File: config.mk
export PLATFORM = sky130hd
export DESIGN_NAME = mips_muldiv_unit
export DESIGN_NICKNAME = d
export VERILOG_FILES = /design/src/rtl/mips_muldiv_unit.sv
export SDC_FILE = /design/constraint.sdc
export NUM_CORES = 2
export LEC_CHECK = 0
export CORE_MARGIN = 1.5
export CORE_UTILIZATION = 60
export CTS_BUF_LIST = sky130_fd_sc_hd__clkbuf_4 sky130_fd_sc_hd__clkbuf_8
export CTS_CLUSTER_DIAMETER = 150
export DETAILED_ROUTE_END_ITERATION = 6
export HOLD_SLACK_MARGIN = 0.15
export PLACE_DENSITY = 0.77
export SYNTH_ARGS = -nofsm -noshare
export SYNTH_HDL_FRONTEND = slang
export SYNTH_SLANG_ARGS = --single-unit
File: constraint.sdc
create_clock -name clk -period 9.1 [get_ports clk]
set_input_delay 1.82 -clock clk [delete_from_list [all_inputs] [get_ports clk]]
set_output_delay 1.82 -clock clk [all_outputs]
set_load 0.03 [all_outputs]
File: src/rtl/mips_muldiv_unit.sv
// Multi-cycle multiply/divide unit with HI/LO registers for the MIPS EX stage.
// Multiplies finish after MUL_LATENCY cycles; divides take WIDTH iterations plus a fix-up cycle.
module mips_muldiv_unit #(
    parameter int unsigned WIDTH       = 32,
    parameter int unsigned MUL_LATENCY = 4,
    parameter int unsigned CNT_W       = $clog2(WIDTH + 1)
) (
    input  logic             clk,
    input  logic             reset,
    input  logic             start,
    input  logic [2:0]       op,
    input  logic [WIDTH-1:0] a,
    input  logic [WIDTH-1:0] b,
    input  logic             flush,
    output logic             busy,
    output logic             done,
    output logic [WIDTH-1:0] hi,
    output logic [WIDTH-1:0] lo
);

    localparam logic [2:0] OpMult  = 3'd1;
    localparam logic [2:0] OpMultu = 3'd2;
    localparam logic [2:0] OpDiv   = 3'd3;
    localparam logic [2:0] OpDivu  = 3'd4;
    localparam logic [2:0] OpMthi  = 3'd5;
    localparam logic [2:0] OpMtlo  = 3'd6;

    typedef enum logic [1:0] {StIdle, StMul, StDiv, StFix} stateT;

    stateT            stateQ, stateD;
    logic [CNT_W-1:0] cntQ, cntD;
    logic [WIDTH-1:0] hiQ, hiD, loQ, loD;
    logic [WIDTH-1:0] opAQ, opAD, opBQ, opBD;
    logic [WIDTH-1:0] remQ, remD, quoQ, quoD, divsQ, divsD;
    logic             signedQ, signedD;
    logic             doneQ, doneD;

    logic [2*WIDTH-1:0] extA, extB, product;
    logic [WIDTH-1:0]   absA, absB, quoFix, remFix;
    logic [WIDTH:0]     shifted, diff;
    logic               divSigned, negQuo, negRem, divZero, lastMul, lastDiv;

    always_comb begin
        extA    = {{WIDTH{signedQ & opAQ[WIDTH-1]}}, opAQ};
        extB    = {{WIDTH{signedQ & opBQ[WIDTH-1]}}, opBQ};
        // Low 2*WIDTH bits of the sign-extended product equal the signed product.
        product = extA * extB;

        divSigned = (op == OpDiv);
        absA = (divSigned && a[WIDTH-1]) ? (~a + 1'b1) : a;
        absB = (divSigned && b[WIDTH-1]) ? (~b + 1'b1) : b;

        shifted = {remQ, quoQ[WIDTH-1]};
        diff    = shifted - {1'b0, divsQ};

        negQuo  = signedQ & (opAQ[WIDTH-1] ^ opBQ[WIDTH-1]);
        negRem  = signedQ & opAQ[WIDTH-1];
        quoFix  = negQuo ? (~quoQ + 1'b1) : quoQ;
        remFix  = negRem ? (~remQ + 1'b1) : remQ;
        divZero = (opBQ == '0);

        lastMul = (cntQ == CNT_W'(MUL_LATENCY - 1));
        lastDiv = (cntQ == CNT_W'(WIDTH - 1));
    end

    always_comb begin
        stateD  = stateQ;
        cntD    = cntQ;
        hiD     = hiQ;
        loD     = loQ;
        opAD    = opAQ;
        opBD    = opBQ;
        remD    = remQ;
        quoD    = quoQ;
        divsD   = divsQ;
        signedD = signedQ;
        doneD   = 1'b0;

        unique case (stateQ)
            StIdle: begin
                if (start && !flush) begin
                    case (op)
                        OpMthi: hiD = a;
                        OpMtlo: loD = a;
                        OpMult, OpMultu: begin
                            opAD    = a;
                            opBD    = b;
                            signedD = (op == OpMult);
                            cntD    = '0;
                            stateD  = StMul;
                        end
                        OpDiv, OpDivu: begin
                            opAD    = a;
                            opBD    = b;
                            signedD = divSigned;
                            remD    = '0;
                            quoD    = absA;
                            divsD   = absB;
                            cntD    = '0;
                            stateD  = StDiv;
                        end
                        default: ;
                    endcase
                end
            end
            StMul: begin
                if (flush) begin
                    stateD = StIdle;
                end else if (lastMul) begin
                    {hiD, loD} = product;
                    doneD      = 1'b1;
                    stateD     = StIdle;
                end else begin
                    cntD = cntQ + 1'b1;
                end
            end
            StDiv: begin
                if (flush) begin
                    stateD = StIdle;
                end else begin
                    // Restoring step: keep the trial subtraction only if it did not borrow.
                    if (!diff[WIDTH]) begin
                        remD = diff[WIDTH-1:0];
                        quoD = {quoQ[WIDTH-2:0], 1'b1};
                    end else begin
                        remD = shifted[WIDTH-1:0];
                        quoD = {quoQ[WIDTH-2:0], 1'b0};
                    end
                    cntD = cntQ + 1'b1;
                    if (lastDiv) begin
                        stateD = StFix;
                    end
                end
            end
            StFix: begin
                if (flush) begin
                    stateD = StIdle;
                end else begin
                    if (divZero) begin
                        loD = '1;
                        hiD = opAQ;
                    end else begin
                        loD = quoFix;
                        hiD = remFix;
                    end
                    doneD  = 1'b1;
                    stateD = StIdle;
                end
            end
            default: stateD = StIdle;
        endcase
    end

    always_ff @(posedge clk) begin
        if (reset) begin
            stateQ  <= StIdle;
            cntQ    <= '0;
            hiQ     <= '0;
            loQ     <= '0;
            opAQ    <= '0;
            opBQ    <= '0;
            remQ    <= '0;
            quoQ    <= '0;
            divsQ   <= '0;
            signedQ <= 1'b0;
            doneQ   <= 1'b0;
        end else begin
            stateQ  <= stateD;
            cntQ    <= cntD;
            hiQ     <= hiD;
            loQ     <= loD;
            opAQ    <= opAD;
            opBQ    <= opBD;
            remQ    <= remD;
            quoQ    <= quoD;
            divsQ   <= divsD;
            signedQ <= signedD;
            doneQ   <= doneD;
        end
    end

    assign busy = (stateQ != StIdle);
    assign done = doneQ;
    assign hi   = hiQ;
    assign lo   = loQ;

endmodule
==> qor.txt <==
Outcome - finished clean
Routed length per instance - 21.2 um
Htree depth - 2
Worst flop-to-flop path endpoint - hi[16]$_SDFFE_PP0P_
Share of flip-flops with an asynchronous set or reset - 0%
GP Congestion - 0.973
Port Buffers - 136
Drt first pass iters - 6
Initial Util - 60.5%
Leakage power - 26.0 nW
Cell Rows - 108
Synth top area share - 43.0%
Final hold slack - 0.450 ns
Crit path DAT - 9.38 ns
Clock share of power - 25.6%
Sw Ratio - 47.0%
Unique masters post-synth - 77
Unrepaired setup endpoints after global routing - no
HPWL Detailed - 125000 um
Slew Limit Fails - 0
Max Clock Skew - 0.0263 ns
HP Start - divsQ[29]$_SDFFE_PP0P_
WS Path Type - flip-flop to flip-flop
Clock sink total - 234
Final Cell Area - 55900 um^2
Top_reg_cell synth - dfxtp_1
EDFF count, synth - 0
FF-to-FF Start - opAQ[9]$_SDFFE_PP0P_
Nets@finish - 7584
F_max - 0.113 GHz
Vias per cell - 5.86
Worst-Skew Late Latency - 0.64 ns
Fin Setup TNS - 0 ns
Pin count of the biggest net entering global routing - 94
Post-route minimum period - 8.84 ns
Power Dens Cells - 87.3 nW/um^2
Inserted Clock Buffers - 45
Total number of vias - 42900
Slew margin rel. - 20.1%
Reg power frac - 28.9%
Peak VDD IR - 0.158 mV
Worst slack, placed - 0.321 ns
Final ANT Viol Nets - 0
Max FO, Critical Path - 18
Sw power - 0.00229 W
Die Footprint - 89100 um^2
Worst Hold Path EP - divsQ[29]$_SDFFE_PP0P_
Worst reg2reg path depth - 24
Synthesized flop and latch total - 234
Num ports - 137
Synth area leader - fa_1
Worst setup margin - 0.259 ns
Placed inst area - 54800 um^2
Grt total ovfl - 0
Yosys warns - 0
Fraction of layout cells with a size suffix above 1 - 4.36%
R2R Setup Slk - 0.26 ns
Total Routing Usage GR - 35.7%
Worst-margin pin slew - 1.20 ns
CTS tree - built
Count leader, synth - inv_1
Die height - 298 um
Root Buffer - clkbuf_8
CP endpoint kind - flip-flop
Post-Route WL - 155000 um
Hold Path Stages - 2
Filler instances - 7189
Max cap viols - 0
Syn Nets - 7676
DR iter-0 viols - 3957
Mapped Cells - 6224
Clock Path Buffers - 3
DIE WIDTH - 298 um
Power share of the combinational group - 45.6%
Worst min-delay path class - flip-flop to flip-flop
CTS clk-pin slew, worst paths - 0.06 ns
Synth-to-Final Area Change - 6.62%
P_int - 0.00258 W
Syn Area/Cell - 8.42 um^2
Vias in the first global route - 44700
Placed insts - 7240
Setup bufs post-CTS - 0
Worst path required time - 9.64 ns
Core Area - 86600 um^2
Initial antenna violation count - 4
Sequential area share after synthesis - 8.94%
Final cell count without fillers - 7324
Final period util - 97.2%
Syn Std Cell Area - 52400 um^2
Hold Fails Final Rpt - 0
Top cells by area, synth - fa_1 43%, dfxtp_1 8.9%, inv_1 8.5%
CP startpoint kind - flip-flop
Drt drc - 0
Final setup fails - 0
Synth top cells by count - 1187 x inv_1, 1126 x fa_1, 1098 x nand2_1, 394 x clkbuf_1, 354 x and2_1
First-pass GRT wire length - 247000 um
==> power groups by stage <==
stage	Combinational [W]	Clock (W)	Sequential (W)
after floorplan	0.00139	0	0.00136
after global placement	0.00214	0	0.00141
after detailed placement	0.00217	0	0.00141
after CTS	0.00218	0.00124	0.00139
after global routing	0.00239	0.00129	0.00141
final	0.00222	0.00125	0.00141
==> placed cells by master (no fill, tap or decap), types with 59 or more instances in the layout <==
cell and n:
xnor2_1 118, xor2_1 103, ha_1 252, a21oi_1 285, fa_1 1126, and2_1 354
o21ai_0 209, dfxtp_1 224, nor2_1 250, inv_1 1187, clkbuf_8 59, clkdlybuf4s50_1 135
buf_4 133, nand2_1 1098
==> flip-flops by register name, summed over array words and instances, names as in the netlist <==
name,flops
opBQ,32
opAQ,32
stateQ,2
lo,32
signedQ,1
divsQ,32
remQ,32
hi,32
quoQ,32
cntQ,6
done,1
==> routing by layer <==
metal / global-route usage, % / vias to the layer above / part of all wire (%)
met4: 20.3 / 2 / 6.8
met2: 57.5 / 2202 / 47
met3: 6.41 / 564 / 9.3
met1: 45.5 / 21400 / 37
li1: - / 18700 / -
met5: 0.265 / - / 0.0084
==> logic make-up after synthesis <==
kind of cell               count (synthesis)  share of synthesized area [%]
muxes                                      4                         0.0764
DFF                                      234                           8.94
and+or+nand+nor                         1956                           16.9
adders and majority gates               1381                           49.1
buffers and inverters                   1599                           11.5
AOI/OAI and AO/OA                        828                           9.79
xor gates and xnor gates                 222                           3.71
==> layout make-up <==
cell class | instances | area, um^2 | share of cell area (%)
repair buffers | 273 | 2440 | 4.37
well taps | 1155 | 1450 | 2.59
flip-flops and latches | 234 | 4700 | 8.41
clock inverters | 12 | 151 | 0.271
clock buffers | 69 | 887 | 1.59
diodes | 3 | 7.51 | 0.0134
multi-input cells | 4391 | 41800 | 74.8
inverters | 1187 | 4460 | 7.98
==> stage by stage <==
step                      util, %  total power (W)
final                        64.5          0.00487
after global routing         64.5          0.00510
after CTS                    64.5          0.00481
after detailed placement     63.3          0.00358
after global placement       63.3          0.00355
after floorplan                 -          0.00275
==> timing repair <==
item / in CTS / in global routing
gates resized for setup: 0 / 7
setup endpoints to repair: 0 / 8
hold buffers: 0 / 0
==> worst max-delay path: stages, from the launching register on <==
cell and delay [ns]:
dfxtp_1 0.99, buf_4 0.30, nand2_1 0.08, fa_1 0.49
inv_1 0.05, fa_1 0.43, fa_1 0.55, inv_1 0.05
fa_1 0.39, fa_1 0.52, fa_1 0.53, fa_1 0.50
inv_1 0.05, fa_1 0.45, ha_1 0.43, and3_1 0.31
nand2_1 0.15, or4_1 0.49, o22ai_1 0.27, o21ai_0 0.23
a21oi_1 0.55, a21boi_0 0.22, xnor2_1 0.35, a21oi_1 0.13
nor3_1 0.22
==> how the worst max path moves through the flow <==
stage | start | end | slack [ns] | cells past startpoint
finish | opAQ[9]$_SDFFE_PP0P_ | hi[16]$_SDFFE_PP0P_ | 0.26 | 24
global route | opBQ[20]$_SDFFE_PP0P_ | hi[16]$_SDFFE_PP0P_ | 0.008 | 28
CTS | opBQ[15]$_SDFFE_PP0P_ | hi[29]$_SDFFE_PP0P_ | 0.26 | 24
detailed placement | opBQ[13]$_SDFFE_PP0P_ | hi[16]$_SDFFE_PP0P_ | 0.32 | 24
global placement | opBQ[13]$_SDFFE_PP0P_ | hi[16]$_SDFFE_PP0P_ | 0.37 | 24
floorplan | opAQ[31]$_SDFFE_PP0P_ | hi[31]$_SDFFE_PP0P_ | 0.37 | 30
No activity file was read; power rests on OpenSTA's default activity.
